## src/rtl/lru_order_queue_pkg.sv

```systemverilog
// Shared definitions for the recency-ordered slot queue: command codes, FSM states
// and small command-classification helpers.
package lru_order_queue_pkg;

  typedef enum logic [2:0] {
    CMD_NOP    = 3'd0,
    CMD_ENLIST = 3'd1,
    CMD_TOUCH  = 3'd2,
    CMD_READ   = 3'd3,
    CMD_WRITE  = 3'd4,
    CMD_RETIRE = 3'd5
  } cmd_e;

  localparam logic [0:0] ST_INIT = 1'b0;
  localparam logic [0:0] ST_RUN  = 1'b1;

  // Commands that are only legal on a slot that currently holds valid data.
  function automatic logic needs_valid(input logic [2:0] c);
    return (c == CMD_TOUCH) || (c == CMD_WRITE) || (c == CMD_RETIRE);
  endfunction

  function automatic logic moves_to_tail(input logic [2:0] c);
    return (c == CMD_ENLIST) || (c == CMD_TOUCH);
  endfunction

endpackage

```

## src/rtl/lru_order_queue.sv

```systemverilog
// Recency-ordered slot queue: doubly linked list over DEPTH slots, head = next victim,
// tail = most recently used. Valid/ready commands, registered back-pressured response.
//
// state   | meaning
// ST_INIT | building the list, one slot per cycle, head=0 .. tail=DEPTH-1
// ST_RUN  | accepting commands until the next reset
module lru_order_queue
  import lru_order_queue_pkg::*;
#(
  parameter int IDX_WIDTH  = 3,
  parameter int DATA_WIDTH = 8
) (
  input  logic                  clock,
  input  logic                  reset_n,
  input  logic                  cmd_valid,
  output logic                  cmd_ready,
  input  logic [2:0]            cmd,
  input  logic [IDX_WIDTH-1:0]  idx_in,
  input  logic [DATA_WIDTH-1:0] data_in,
  output logic                  rsp_valid,
  input  logic                  rsp_ready,
  output logic                  rsp_err,
  output logic                  rsp_flag,
  output logic [IDX_WIDTH-1:0]  idx_out,
  output logic [DATA_WIDTH-1:0] data_out,
  output logic [IDX_WIDTH:0]    count,
  output logic                  init_done
);

  localparam int DEPTH = 2 ** IDX_WIDTH;

  logic [0:0]            state;
  logic [IDX_WIDTH-1:0]  init_ptr;
  logic [IDX_WIDTH-1:0]  head;
  logic [IDX_WIDTH-1:0]  tail;

  logic [IDX_WIDTH-1:0]  prev_mem [DEPTH];
  logic [IDX_WIDTH-1:0]  next_mem [DEPTH];
  logic [DATA_WIDTH-1:0] data_mem [DEPTH];
  logic [DEPTH-1:0]      valid_mem;

  logic                  accept;
  logic [IDX_WIDTH-1:0]  tgt;
  logic [IDX_WIDTH-1:0]  tgt_prev;
  logic [IDX_WIDTH-1:0]  tgt_next;
  logic [DATA_WIDTH-1:0] tgt_data;
  logic                  tgt_valid;
  logic                  cmd_err;
  logic [IDX_WIDTH-1:0]  rsp_idx_d;
  logic [DATA_WIDTH-1:0] rsp_data_d;
  logic                  rsp_flag_d;
  logic                  ok;
  logic                  do_tail;
  logic                  do_head;
  logic                  wr_data;
  logic                  clr_valid;

  assign init_done = (state == ST_RUN);
  assign cmd_ready = init_done && (!rsp_valid || rsp_ready);
  assign accept    = cmd_valid && cmd_ready;

  assign tgt       = (cmd == CMD_ENLIST) ? head : idx_in;
  assign tgt_prev  = prev_mem[tgt];
  assign tgt_next  = next_mem[tgt];
  assign tgt_data  = data_mem[tgt];
  assign tgt_valid = valid_mem[tgt];

  always_comb begin
    rsp_idx_d  = idx_in;
    rsp_data_d = tgt_data;
    rsp_flag_d = 1'b0;
    cmd_err    = 1'b0;
    case (cmd)
      CMD_NOP: begin
        rsp_idx_d  = '0;
        rsp_data_d = '0;
      end
      CMD_ENLIST: begin
        rsp_idx_d  = head;
        rsp_flag_d = tgt_valid;
      end
      CMD_READ:                     rsp_flag_d = tgt_valid;
      CMD_TOUCH, CMD_WRITE, CMD_RETIRE: cmd_err = needs_valid(cmd) && !tgt_valid;
      default:                      cmd_err = 1'b1;
    endcase
    if (cmd_err) begin
      rsp_data_d = '0;
      rsp_flag_d = 1'b0;
    end
  end

  assign ok        = accept && !cmd_err;
  assign do_tail   = ok && moves_to_tail(cmd) && (tgt != tail);
  assign do_head   = ok && (cmd == CMD_RETIRE) && (tgt != head);
  assign wr_data   = ok && ((cmd == CMD_ENLIST) || (cmd == CMD_WRITE));
  assign clr_valid = ok && (cmd == CMD_RETIRE);

  // List memory is rebuilt by INIT after every reset, so it carries no reset itself.
  always_ff @(posedge clock) begin
    if (state == ST_INIT) begin
      prev_mem[init_ptr]  <= init_ptr - IDX_WIDTH'(1);
      next_mem[init_ptr]  <= init_ptr + IDX_WIDTH'(1);
      valid_mem[init_ptr] <= 1'b0;
      data_mem[init_ptr]  <= '0;
    end else begin
      if (do_tail) begin
        if (tgt != head) next_mem[tgt_prev] <= tgt_next;
        prev_mem[tgt_next] <= tgt_prev;
        next_mem[tail]     <= tgt;
        prev_mem[tgt]      <= tail;
      end
      if (do_head) begin
        if (tgt != tail) prev_mem[tgt_next] <= tgt_prev;
        next_mem[tgt_prev] <= tgt_next;
        prev_mem[head]     <= tgt;
        next_mem[tgt]      <= head;
      end
      if (wr_data) data_mem[tgt] <= data_in;
      if (accept && (cmd == CMD_ENLIST)) valid_mem[tgt] <= 1'b1;
      if (clr_valid) valid_mem[tgt] <= 1'b0;
    end
  end

  always_ff @(posedge clock or negedge reset_n) begin
    if (!reset_n) begin
      state     <= ST_INIT;
      init_ptr  <= '0;
      head      <= '0;
      tail      <= '0;
      count     <= '0;
      rsp_valid <= 1'b0;
      rsp_err   <= 1'b0;
      rsp_flag  <= 1'b0;
      idx_out   <= '0;
      data_out  <= '0;
    end else begin
      case (state)
        ST_INIT: begin
          init_ptr <= init_ptr + IDX_WIDTH'(1);
          if (init_ptr == IDX_WIDTH'(DEPTH - 1)) begin
            state <= ST_RUN;
            head  <= '0;
            tail  <= IDX_WIDTH'(DEPTH - 1);
          end
        end
        default: begin
          if (accept) begin
            rsp_valid <= 1'b1;
            rsp_err   <= cmd_err;
            rsp_flag  <= rsp_flag_d;
            idx_out   <= rsp_idx_d;
            data_out  <= rsp_data_d;
            if (do_tail) begin
              if (tgt == head) head <= tgt_next;
              tail <= tgt;
            end
            if (do_head) begin
              if (tgt == tail) tail <= tgt_prev;
              head <= tgt;
            end
            if ((cmd == CMD_ENLIST) && !tgt_valid) count <= count + (IDX_WIDTH+1)'(1);
            else if (clr_valid)                     count <= count - (IDX_WIDTH+1)'(1);
          end else if (rsp_ready) begin
            rsp_valid <= 1'b0;
          end
        end
      endcase
    end
  end

endmodule

```

## config.mk

```make
export PLATFORM = sky130hd
export DESIGN_NAME = lru_order_queue
export DESIGN_NICKNAME = d
export VERILOG_FILES = /design/src/rtl/lru_order_queue_pkg.sv /design/src/rtl/lru_order_queue.sv
export SDC_FILE = /design/constraint.sdc
export NUM_CORES = 1
export LEC_CHECK = 0
export BUFFER_PORTS_ARGS = -buffer_cell sky130_fd_sc_hd__buf_2
export CORE_ASPECT_RATIO = 1.2
export CORE_MARGIN = 4
export CORE_UTILIZATION = 33
export DETAILED_ROUTE_END_ITERATION = 10
export PLACE_DENSITY = 0.48
export SLEW_MARGIN = 40
export SYNTH_ARGS = -nofsm -noshare
export SYNTH_HDL_FRONTEND = slang
export SYNTH_SLANG_ARGS = --single-unit
```

## constraint.sdc

```tcl
create_clock -name clock -period 4 [get_ports clock]
set_input_delay 0.4 -clock clock [delete_from_list [all_inputs] [get_ports clock]]
set_output_delay 0.4 -clock clock [all_outputs]
set_load 0.01 [all_outputs]
```

==> run summary, run 1 <==
STA classifies the critical path startpoint as a primary input. Synthesis instantiated 74 different standard cells from the library. The number of antenna violations at the first check in global routing is 0. For the final routed database, the setup TNS stands at 0 ns. The total global-route track usage came out at 0.199. The number of gates resized after cts is 0.

The total count of hold-check failures in the final report was 2. The number of ports placed on the die boundary is 38. The met1 global-route usage is 0.257.

The worst setup path is captured at a flip-flop. Among all flip-flop cells after synthesis, the most frequent one is sky130_fd_sc_hd__edfxtp_1. Entering global routing, the biggest net connects 36 pins. At the pin with the least slew margin, the transition time is 0.854 ns.

The count of antenna-violating nets left after detailed routing is 0. The die extent in x is 148 µm. Routability-driven placement finished with a final weighted congestion of 0.930. The final critical-path share of the clock period came out at 0.838.

The antenna diode instance count is 0. For this design the ratio of total power to cell area is 485 nW/µm². Clock tree synthesis inserted a total of 17 buffers. The pre-CTS setup slack came out at 0.226 ns. The floorplan die height came out at 176 µm. The total overflow reported by the global router came out at 0. Yosys mapped a number of flops with a built-in enable equal to 112. The critical path arrival came out at 3.46 ns.

The number of buffers inserted to repair setup after CTS came out at 0. The number of fillers in the final layout came out at 2280. The first global-routing pass estimated 38700 µm of wire.

The count of clock tree sinks came out at 148. The slowest stage of the critical path belongs to the cell sky130_fd_sc_hd__a222oi_1. The total of warnings raised by yosys is 0. The static leakage came out at 3.61 nW.

Setup repair after global routing left no endpoint under its margin. The count of cells along the worst register-to-register path came out at 10. The placeable core area came out at 23200 µm². The number of pins exceeding their max-slew limit in the final report came to 0. The routed length per instance came out at 23.5 µm. The worst-case headroom to the max-slew limit came out at 0.415.

The max capacitance violation total came out at 0. Relative to the synthesized area, the layout overhead comes to 19.8%. The clock-pin slew on the worst setup and hold paths is 0.08 ns. The final reports fail on hold timing. The signal on the critical path passes through buf_2 > or3b_4 > mux2_2 > buf_4 > mux2i_1 > o211ai_1 > a222oi_1 > buf_2 > nand2_1 > or3_1 > o211ai_1.

The largest stage delay on the critical path came out at 0.65 ns. The classification of the worst-slack hold path is primary input to asynchronous set/reset pin. The highest clock frequency the design can meet is 0.298 GHz.

The depth of the critical timing path with buffers and inverters included is 11. CTS placed an instance of sky130_fd_sc_hd__clkbuf_16 at the clock tree root. Synthesis produced a netlist with a net count of 706. The worst hold slack after final layout came out at -0.00727 ns. The post-layout minimum cycle time came out at 3.35 ns. Of the synthesized area, sequential elements account for 0.544. The library cell used most frequently in the layout, excluding fill and tap cells, is sky130_fd_sc_hd__edfxtp_1. The worst register-to-register path has a setup slack of 0.66 ns. The met3 track demand over resource is 0.0311. For this configuration, the core starts out at a cell density of 0.335.

The largest clock skew in the final design is 0.0157 ns. For this run, the detailed router's first-pass iteration total came to 5. The met2 capacity usage during global routing is 0.334. After technology mapping, the gate count stands at 682.

The final net count is 786. The run finished, with violations left. The kind of cell with the highest combined delay on the critical path is compound AO/OA/AOI/OAI gates. In the routed layout, each cell is associated on average with a via count of 5.52. The count of vias placed by the detailed router is 6021. The number of buffers and inverters on the critical path came out at 3. The largest fanout on the critical path is 14. Setup violations remaining at the end of the flow were counted as 0.

The global routing stage identified its most utilized layer as met2. The final HPWL from detailed placement is 18600 µm. The number of global-route vias before repair was 6183. The aggregate routed wire length came out at 25700 µm. The count of buffers from port buffering is 37.

The quantity of hold-fixing buffers added after cts came out at 0. The later pin in the worst-skew pair is clocked with a latency of 0.45 ns. TritonCTS built the clock tree. In the layout the commonest cells are sky130_fd_sc_hd__edfxtp_1, sky130_fd_sc_hd__nand2_1, sky130_fd_sc_hd__mux2i_1.

The violation count after the first detailed-routing iteration came out at 551. In this run, synthesis produced a sequential element count of 148. The H-tree was split into 4 levels. The data required time of the critical path is 4.11 ns.

The fraction of registers with async set or reset after synthesis came out at 0.189. The peak supply drop is 0.307 mV. The floorplan die area came out at 26000 µm².

The proportion of layout cells with a drive suffix above 1 is 0.228. By startpoint and endpoint, the worst setup path is classified as primary input to flip-flop. The least setup slack across all paths after layout is 0.649 ns. The synthesized area divided by synthesized cell count is 11.4 µm². The mapped cell area is 7760 µm². The buffer levels on the longest clock path came out at 2. The DRC violation count after routing came out at 0. The count of standard-cell rows came out at 61.
synthesized netlist by cell type, types with 3 or more instances:
master	number	area, µm²
sky130_fd_sc_hd__a21oi_1	13	65.1
sky130_fd_sc_hd__or3_1	4	25.0
sky130_fd_sc_hd__mux2i_1	75	751
sky130_fd_sc_hd__nand3_1	31	155
sky130_fd_sc_hd__o22ai_1	16	100
sky130_fd_sc_hd__dfrtp_1	28	701
sky130_fd_sc_hd__a211oi_1	4	30.0
sky130_fd_sc_hd__nor2_1	48	180
sky130_fd_sc_hd__nand2b_1	5	31.3
sky130_fd_sc_hd__buf_2	12	60.1
sky130_fd_sc_hd__a31oi_1	8	50.1
sky130_fd_sc_hd__inv_1	14	52.6
sky130_fd_sc_hd__xnor2_1	11	96.3
sky130_fd_sc_hd__a22o_1	9	78.8
sky130_fd_sc_hd__edfxtp_1	112	3360
sky130_fd_sc_hd__and3_1	5	31.3
sky130_fd_sc_hd__a221oi_1	3	26.3
sky130_fd_sc_hd__a32oi_1	3	26.3
sky130_fd_sc_hd__a21o_1	4	30.0
sky130_fd_sc_hd__buf_1	4	15.0
sky130_fd_sc_hd__o211ai_1	10	75.1
sky130_fd_sc_hd__a221o_1	3	30.0
sky130_fd_sc_hd__nand4_1	4	25.0
sky130_fd_sc_hd__nor4_1	8	50.1
sky130_fd_sc_hd__o21ai_0	20	100
sky130_fd_sc_hd__mux2_2	14	158
sky130_fd_sc_hd__buf_4	4	30.0
sky130_fd_sc_hd__and2_1	11	68.8
sky130_fd_sc_hd__nand2_1	82	308
sky130_fd_sc_hd__a22oi_1	3	22.5
sky130_fd_sc_hd__nor2b_1	7	43.8
sky130_fd_sc_hd__nor3_1	16	80.1
sky130_fd_sc_hd__dfxtp_1	8	160
sky130_fd_sc_hd__clkbuf_1	18	67.6
sky130_fd_sc_hd__ha_1	5	62.6
sky130_fd_sc_hd__a222oi_1	5	50.1
sky130_fd_sc_hd__o21ai_1	3	15.0
sky130_fd_sc_hd__o21ai_2	4	35.0
logic make-up (layout without fill, tap and decap cells):
logic type	Yosys count	count (layout)	synth area share
simple gates	236	236	0.148
flops	148	148	0.544
compound gates	132	132	0.123
mux	93	93	0.128
buf+inv	54	147	0.0319
xor+xnor	13	13	0.0147
fa+ha+maj	6	6	0.0106
report_power, final:
group,switching [mW],internal (mW),total (mW),leakage [nW]
sequential,0.0743,1.74,1.82,1.35
clock,0.822,0.864,1.69,0.303
combinational,0.627,0.380,1.01,1.96
sequential cells by signal, summed over array words and instances (netlist names), 3 cells and up:
signal     cells
idx_out        3
data_mem      64
data_out       8
prev_mem      24
valid_mem      8
head           3
count          4
next_mem      24
init_ptr       3
tail           3
per-stage QoR:
step / area, µm² / instances / hold slack (ns) / util / total power, mW
2_1_floorplan: 7770 / 682 / 0.104 / - / 2.43
3_5_place_dp: 8670 / 1058 / 0.461 / 0.374 / 2.86
5_1_grt: 9300 / 1090 / 0.0422 / 0.401 / 4.70
3_3_place_gp: 8660 / 1057 / 0.454 / 0.373 / 2.85
4_1_cts: 9300 / 1090 / 0.0237 / 0.401 / 4.53
6_report: 9300 / 1090 / -0.00727 / 0.401 / 4.51
per-layer routing:
metal | share of wire | up-vias
met5 | 0 | -
met4 | 0.030 | 0
met3 | 0.048 | 47
met2 | 0.50 | 204
met1 | 0.42 | 3012
li1 | - | 2758
area by class of cell:
cell class | instances | area, µm² | area share
clock buffers | 17 | 425 | 0.0457
clock inverters | 15 | 201 | 0.0217
inverters | 14 | 52.6 | 0.00565
multi-input cells | 480 | 3330 | 0.358
flip-flops and latches | 148 | 4220 | 0.454
well taps | 315 | 394 | 0.0424
repair buffers | 101 | 676 | 0.0726
final timing paths:
path | start | end
worst max-delay path | cmd[1] | next_mem[4][1]$_DFFE_PP_
worst min-delay path | reset_n | data_out[7]$_DFFE_PN0P_
worst max register to register | head[0]$_DFFE_PN0P_ | prev_mem[0][2]$_DFFE_PP_
worst min register to register | idx_out[0]$_DFFE_PN0P_ | idx_out[0]$_DFFE_PN0P_
max in group asynchronous | reset_n | tail[0]$_DFFE_PN0P_
min in group clock | cmd_valid | rsp_valid$_DFFE_PN0P_
Note: power is estimated with default switching activity, not from simulation.
==> run 2, diff against run 1 <==
- ABC_AREA: default -> 1
- clock period: 4 -> 3.1 ns (I/O delays scaled with it)
==> run 2 against run 1 <==
Critical path type is now flip-flop to flip-flop. Global-route usage is 1.4 points lower. The run now ends clean. Register-to-register slack got worse by 0.47 ns. Critical path depth up 5. Routed wire length is 7.9% lower. Critical endpoint is now next_mem[0][1]$_DFFE_PP_. Sequential power up 28%. Clock skew is 0.0035 ns lower.
==> run summary, run 2 <==
The data required time of the critical path is 3.27 ns (-0.84 ns). Setup repair after global routing left no endpoint under its margin. The critical path goes through inv_1 > nand3_1 > nand2_2 > nand2_2 > clkinv_1 > nand3_2 > nand2_1 > o21ai_2 > nand2_2 > nand4_2 > buf_4 > nand2_1 > nand3_1 > clkinvlp_4 > nand2_1 > nand2_1. The sum of internal, switching and leakage power is 5.40 mW (+20%).

data_mem holds more flip-flops than any other register. The category of the critical setup timing path is flip-flop to flip-flop. The library cell used most frequently in the layout, excluding fill and tap cells, is sky130_fd_sc_hd__nand2_1. The starting density of the core came to 0.335 (+0.000942). The post-synthesis compound-gate area fraction came out at 0.111 (-0.0128). The final net count came out at 1025 (+30%). The count of clock tree sinks came out at 148 (unchanged). The number of buffers inserted to repair setup after CTS came out at 0 (unchanged). The placed cell area is 8810 µm² (+1.5%). The synthesized area divided by synthesized cell count came to 8.72 µm² (-23%). Leaving out fill and tap cells, the most frequent cells in the layout are sky130_fd_sc_hd__nand2_1, sky130_fd_sc_hd__edfxtp_1, sky130_fd_sc_hd__buf_4.

The number of fillers in the final layout is 2311 (+1.4%). The run finished with clean final reports. The number of antenna violations at the first check in global routing is 0 (unchanged).

The number of synthesized flops with an enable pin came out at 112 (unchanged). The setup violation total in the final timing report was 0 (unchanged). The multiplexer fraction of the synthesized cell area is 0.00145 (-0.126). The first-pass iteration count of the detailed router came out at 5 (unchanged). The area share of the largest cell type after synthesis came out at 0.434 (about the same). The total overflow reported by the global router came out at 0 (unchanged).

The routed length per instance came out at 17.8 µm (-25%). The power density of the placed cells came to 571 nW/µm² (+18%). The largest stage delay on the critical path was 0.45 ns (-0.20 ns). The simple-gate share of the synthesized area is 0.268 (+0.121).

The sequential element share of the synthesized area was 0.545 (about the same). The largest fanout on the critical path came out at 15 (+1). The post-synth net total was 914 (+29%). The total of warnings raised by yosys came to 0 (unchanged). The proportion of layout cells with a drive suffix above 1 came to 0.215 (-0.0134).

The largest clock skew in the final design is 0.0122 ns (-0.00350 ns). Dividing the final minimum period by the clock period gives 0.938. The count of non-filler cells in the finished layout is 1329 (+22%). The clock tree root driver cell is sky130_fd_sc_hd__clkbuf_16. The count of placed standard cells including taps is 1296 (+22%). After synthesis, the most frequently instantiated cells are sky130_fd_sc_hd__nand2_1, sky130_fd_sc_hd__edfxtp_1, sky130_fd_sc_hd__nor2_1.

The flip-flop count of the largest register after layout is 64 (unchanged). The worst hold slack after final layout came out at 0.144 ns (+0.151 ns). The worst-skew pair later-pin latency is 0.43 ns (-0.02 ns). The DRC violation count after routing came out at 0 (unchanged). The count of antenna-violating nets left after detailed routing came out at 0 (unchanged).

The worst-case headroom to the max-slew limit came out at 0.478 (+0.0636). The count of vias placed by the detailed router is 6468 (+7.4%). The aggregate routed wire length is 23600 µm (-7.9%).

The library cell appearing most often on the critical path is sky130_fd_sc_hd__nand2_1. The count of standard-cell rows came out at 61 (unchanged). The synthesis-stage register bit count is 148 (unchanged). The antenna diode instance count is 0 (unchanged).

The total count of hold-check failures in the final report was 0 (-2). The highest clock frequency the design can meet came out at 0.344 GHz. The die extent in x is 148 µm (about the same).

The tightest min-delay check is of the primary input to flip-flop type. The count of cell types in the netlist came out at 48 (-35%). The slowest library cell on the worst path is sky130_fd_sc_hd__dfrtp_2. The slew at the pin with the worst max-slew slack is 0.777 ns (-0.0762 ns). The mapped cell area came to 7760 µm² (about the same). The largest registers in the layout are data_mem x64, next_mem x24, prev_mem x24. The final HPWL from detailed placement came out at 17800 µm (-4.4%). The number of global-route vias before repair was 6473 (+4.7%). The least setup slack across all paths after layout was 0.191 ns (-0.457 ns). The routed design could run at a clock period as short as 2.91 ns. The number of ports placed on the die boundary came out at 38 (unchanged). The cell with the most instances after synthesis is sky130_fd_sc_hd__nand2_1.

The layout overhead on the synthesized area came out at 21.8%. TritonCTS built the clock tree. The max capacitance violation total came out at 0 (unchanged).

The number of vias per cell after detailed routing came out at 4.87 (-12%). The count of buffers from port buffering was 37 (unchanged). The post-route setup TNS came out at 0 ns (unchanged). The pin count of the biggest net entering global routing came out at 29 (-19%). sky130_fd_sc_hd__edfxtp_1 takes more of the synthesized area than any other cell. The peak supply drop came out at 0.385 mV (+25%). The clock-pin slew on the worst setup and hold paths is 0.07 ns (about the same). The number of buffers created by CTS is 17 (unchanged).

The floorplan die area came to 26000 µm² (about the same). The kind of end point of the critical path is a flip-flop. The violation count after the first detailed-routing iteration is 606 (+10%). The fraction of registers with async set or reset after synthesis is 0.189 (unchanged). The number of levels the H-tree was split into came to 4 (unchanged). The predominant post-synthesis flop cell is sky130_fd_sc_hd__edfxtp_1.

The post-synthesis share of cell area spent on full adders, half adders and majority gates came out at 0.0106 (about the same). Sorting the synthesized cells by area gives the leading types as sky130_fd_sc_hd__edfxtp_1, sky130_fd_sc_hd__nand2_1, sky130_fd_sc_hd__dfrtp_1, sky130_fd_sc_hd__nor2_1, sky130_fd_sc_hd__inv_1. The pre-CTS setup slack is 0.0291 ns (-0.197 ns).

The synthesized-area fraction occupied by xor and xnor cells came out at 0.00903 (-0.00564). The final weighted congestion in routability-driven placement is 0.867 (-6.8%). The placeable core area is 23100 µm² (-0.33%).

The buffer levels on the longest clock path is 2 (unchanged). The worst setup path is launched from a flip-flop. The global-route wire length before repair came to 37000 µm (-4.5%). The number of pins exceeding their max-slew limit in the final report is 0 (unchanged). The floorplan die height was 176 µm (about the same). The total global-route track usage came out at 0.185 (-0.0137). The static leakage is 3.97 nW (+10%). After synthesis, the largest family of logic cells by area is simple AND/OR/NAND/NOR gates. The final cell area excluding filler cells is 9450 µm² (+1.6%). The core utilization of the finished layout is 0.409 (+0.00782). The critical path arrival came out at 3.08 ns (-0.38 ns). The number of instances in the synthesized netlist came out at 890 (+30%).
run 2: changes by cell type in the layout (fill, tap and decap cells not counted), sizes merged, moves of 16 or more:
cell	delta
nand2	+258
mux2i	-78
inv	+55
o21ai	+36
nor2	+35
buf	+16
run 2: report_power, final:
group | leakage, nW | internal (mW) | switching (mW)
clock network | 0.291 | 1.17 | 0.945
registers | 1.32 | 2.24 | 0.0933
logic | 2.36 | 0.353 | 0.604
run 2: area by class of cell:
cell class,instances,area [µm²],area share
clock inverters,14,158,0.0167
repair buffers,118,808,0.0855
flip-flops and latches,148,4230,0.447
clock buffers,18,439,0.0465
multi-input cells,639,3130,0.331
well taps,315,394,0.0417
inverters,77,294,0.0311
run 2: worst max-delay path, delay by kind of cell, from the launching register on:
family / cells / cell delay [ns]
buffers and inverters: 4 / 0.72
and+or+nand+nor: 11 / 1.34
AOI/OAI and AO/OA: 1 / 0.14
DFF: 1 / 0.45
run 2: layer usage:
layer / part of all wire / track usage / up-vias
li1: - / - / 3223
met1: 0.43 / 0.228 / 3059
met2: 0.52 / 0.337 / 156
met3: 0.033 / 0.0231 / 30
met4: 0.019 / 0.0578 / 0
met5: 0 / 0 / -
run 2: repair_timing:
item                                    CTS  global route
hold buffers                              1             0
hold endpoints to repair                 28             0
endpoints found under the setup margin    0           162
resized for setup                         0            16
run 2: logic make-up (layout without fill, tap and decap cells):
kind of cell / after synthesis / count (layout)
and+or+nand+nor: 492 / 492
adders and majority gates: 6 / 6
buffers and inverters: 103 / 227
xor gates and xnor gates: 8 / 8
muxes: 1 / 1
AOI/OAI and AO/OA: 132 / 132
DFF: 148 / 148
run 2: worst paths after layout:
| check | end | cells after the start | slack [ns] | from |
|---|---|---|---|---|
| min in group asynchronous | count[3]$_DFFE_PN0P_ | 2 | 0.48 | reset_n |
| max in group asynchronous | head[2]$_DFFE_PN0P_ | 2 | 2.10 | reset_n |
| setup / recovery | next_mem[0][1]$_DFFE_PP_ | 16 | 0.19 | head[2]$_DFFE_PN0P_ |
| setup reg to reg | next_mem[0][1]$_DFFE_PP_ | 16 | 0.19 | head[2]$_DFFE_PN0P_ |
| hold reg to reg | count[3]$_DFFE_PN0P_ | 1 | 0.48 | count[3]$_DFFE_PN0P_ |
| hold / removal | rsp_valid$_DFFE_PN0P_ | 4 | 0.14 | rsp_ready |
==> run 3, diff against run 2 <==
- CORE_UTILIZATION: 33 -> 45
- PLACE_DENSITY: 0.48 -> 0.62
- SKIP_LAST_GASP: default -> 1
==> run 3 against run 2 <==
Fmax grew 1.8%. Via count grew 0.76%. Routed wire length shrank 8.1%. Clock power grew 3%. Core utilization grew 14 points. Die area shrank 25%. Sequential power is essentially flat. Sequential share of layout area grew 1.2 points. Critical path type unchanged.
==> run summary, run 3 (synthesis gave the netlist of run 2 again) <==
The run finished with clean final reports. The number of vias per cell after detailed routing is 5.38 (+11%). The final HPWL from detailed placement came out at 16200 µm (-9.1%). The launching element of the worst setup path is head[2]$_DFFE_PN0P_.

The floorplan die area is 19400 µm² (-25%). The final weighted congestion in routability-driven placement is 1.00 (+15%). The count of vias placed by the detailed router came to 6517 (+0.76%). The total count of hold-check failures in the final report is 0 (unchanged). data_mem holds more flip-flops than any other register. The kind of cell with the highest combined delay along the critical path is simple AND/OR/NAND/NOR gates. Leaving out fill and tap cells, the most frequent cells in the layout are sky130_fd_sc_hd__nand2_1, sky130_fd_sc_hd__edfxtp_1, sky130_fd_sc_hd__nor2_1.

The number of levels the H-tree was split into came out at 4 (unchanged). The starting density of the core came out at 0.459 (+0.123). The layout overhead on the synthesized area is 18.6%. The die extent in x is 128 µm (-14%). The count of buffers from port buffering is 37 (unchanged).

The critical path goes through inv_1 > nand3_1 > nand2_2 > buf_4 > nand2_1 > nor2_1 > buf_4 > a22oi_1 > nand4_1 > inv_1 > nand3_1 > nand2_1 > nor2_1 > nand2_1 > nand2_1. The DRC violation count after routing is 0 (unchanged). The worst-case headroom to the max-slew limit was 0.540 (+0.0618). The worst-skew pair later-pin latency came out at 0.43 ns (about the same). The final net count came out at 1006 (-1.9%). The worst hold path begins at rsp_ready. The floorplan die height is 152 µm (-14%). TritonCTS built the clock tree.

The slowest library cell on the worst path is sky130_fd_sc_hd__dfrtp_2. The total overflow reported by the global router was 0 (unchanged). The violation count after the first detailed-routing iteration is 640 (+5.6%).

The aggregate routed wire length is 21700 µm (-8.1%). The post-layout minimum cycle time came out at 2.86 ns (-0.0511 ns). The commonest non-fill, non-tap cell in the layout is sky130_fd_sc_hd__nand2_1. The register-to-register path setup slack is 0.24 ns (+0.05 ns). The post-route setup TNS is 0 ns (unchanged). The sum of internal, switching and leakage power came to 5.43 mW (+0.64%).

The path with the worst hold slack has its endpoint at rsp_valid$_DFFE_PN0P_. The peak supply drop came to 0.518 mV (+34%). STA classifies the critical path startpoint as a flip-flop. The proportion of layout cells with a drive suffix above 1 is 0.199 (-0.0160). The kind of end point of the critical path is a flip-flop. The count of clock tree sinks is 148 (unchanged). The pin count of the biggest net entering global routing is 29 (unchanged). The number of buffers and inverters on the critical path is 4 (unchanged). The critical path arrival came out at 2.99 ns (-0.09 ns). The cell depth of the worst hold path is 4 (unchanged). The largest fanout on the critical path came out at 7 (-8).

The antenna diode instance count came out at 0 (unchanged). The placeable core area came out at 16900 µm² (-27%). The number of pins exceeding their max-slew limit in the final report came out at 0 (unchanged). The most numerous cell type found on the critical path is sky130_fd_sc_hd__nand2_1.

The static leakage is 3.91 nW (-1.6%). The largest clock skew in the final design is 0.00960 ns (-0.00262 ns). The number of buffers created by CTS came out at 17 (unchanged). The number of fillers in the final layout came to 1558 (-33%). The clock-pin slew on the worst setup and hold paths is 0.06 ns (about the same). The total global-route track usage was 0.227 (+0.0420). The power density of the placed cells is 590 nW/µm² (+3.4%). The count of antenna-violating nets left after detailed routing was 0 (unchanged). The number of ports placed on the die boundary was 38 (unchanged). The flip-flop count of the largest register after layout came to 64 (unchanged). The buffer levels on the longest clock path came out at 2 (unchanged). The category of the critical setup timing path is flip-flop to flip-flop.

The number of global-route vias before repair is 6263 (-3.2%). The first-pass iteration count of the detailed router is 7 (+2). In this run the clock root is driven by a sky130_fd_sc_hd__clkbuf_16. The routed length per instance is 17.9 µm (+0.87%). The count of standard-cell rows is 52 (-15%). The largest stage delay on the critical path came out at 0.46 ns (about the same). The endpoint identified for the worst register-to-register timing path is next_mem[7][0]$_DFFE_PP_.

In this run the critical register-to-register path is launched from head[2]$_DFFE_PN0P_. The final critical-path share of the clock period is 0.922 (-0.0165). The max capacitance violation total was 0 (unchanged). The number of antenna violations at the first check in global routing is 0 (unchanged). The largest registers in the layout are data_mem x64, next_mem x24, prev_mem x24. The data required time of the critical path came out at 3.23 ns (-0.04 ns). The path class of the tightest hold or removal check is primary input to flip-flop.

The global-route wire length before repair came out at 34100 µm (-7.8%). The setup violation total in the final timing report is 0 (unchanged). The highest clock frequency the design can meet is 0.350 GHz (+1.8%). The slew at the pin with the worst max-slew slack came out at 0.685 ns (-0.0920 ns). The count of cells along the worst register-to-register path came to 15 (-1).
==> run 3: area by class of cell <==
cell class	instances	area, µm²	area share
flip-flops and latches	148	4230	0.459
multi-input cells	639	3130	0.340
repair buffers	99	653	0.0710
clock buffers	17	425	0.0462
inverters	77	290	0.0315
well taps	216	270	0.0294
clock inverters	15	204	0.0222
==> run 3: timing repair <==
action	CTS	global route
hold endpoints to repair	28	0
setup endpoints to repair	0	156
buffers inserted	0	1
hold buffers	1	0
gates resized for setup	0	13
==> run 3: metal layers <==
metal	vias to the layer above	global-route usage	share of wire
li1	3181	-	-
met1	3046	0.294	0.41
met2	239	0.371	0.50
met3	51	0.0425	0.053
met4	0	0.101	0.038
met5	-	0	0
==> run 3: worst max-delay path by stage <==
stage | end | slack, ns | depth (start not counted)
floorplan | data_mem[0][0]$_DFFE_PP_ | 0.14 | 12
detailed placement | prev_mem[5][1]$_DFFE_PP_ | 0.03 | 19
CTS | data_mem[5][6]$_DFFE_PP_ | 0.12 | 13
finish | next_mem[7][0]$_DFFE_PP_ | 0.24 | 15
global route | next_mem[6][1]$_DFFE_PP_ | -0.002 | 15
global placement | next_mem[2][0]$_DFFE_PP_ | 0.10 | 19
==> run 3: where the power goes <==
| group | switching (mW) | leakage (nW) | internal (mW) | total (mW) |
|---|---|---|---|---|
| logic | 0.591 | 2.28 | 0.334 | 0.924 |
| clock network | 0.938 | 0.310 | 1.24 | 2.18 |
| registers | 0.0922 | 1.32 | 2.24 | 2.33 |
| total | 1.62 | 3.91 | 3.81 | 5.43 |
==> run 3: tightest hold or removal path: stages <==
cell                      delay [ns]
sky130_fd_sc_hd__buf_2          0.09
sky130_fd_sc_hd__nand2_1        0.06
sky130_fd_sc_hd__nand2_1        0.06
sky130_fd_sc_hd__nand2_1        0.05
==> run 3: per-stage QoR <==
stage                      util  setup WS (ns)  instance area (µm²)  hold WS [ns]  instances
after floorplan               -          0.143                 7760        0.0144        890
after global placement    0.504          0.102                 8520         0.388       1177
after detailed placement  0.504         0.0330                 8520         0.388       1177
after CTS                 0.542          0.121                 9160         0.156       1210
after global routing      0.544       -0.00197                 9200         0.190       1211
final                     0.544          0.242                 9200         0.172       1211
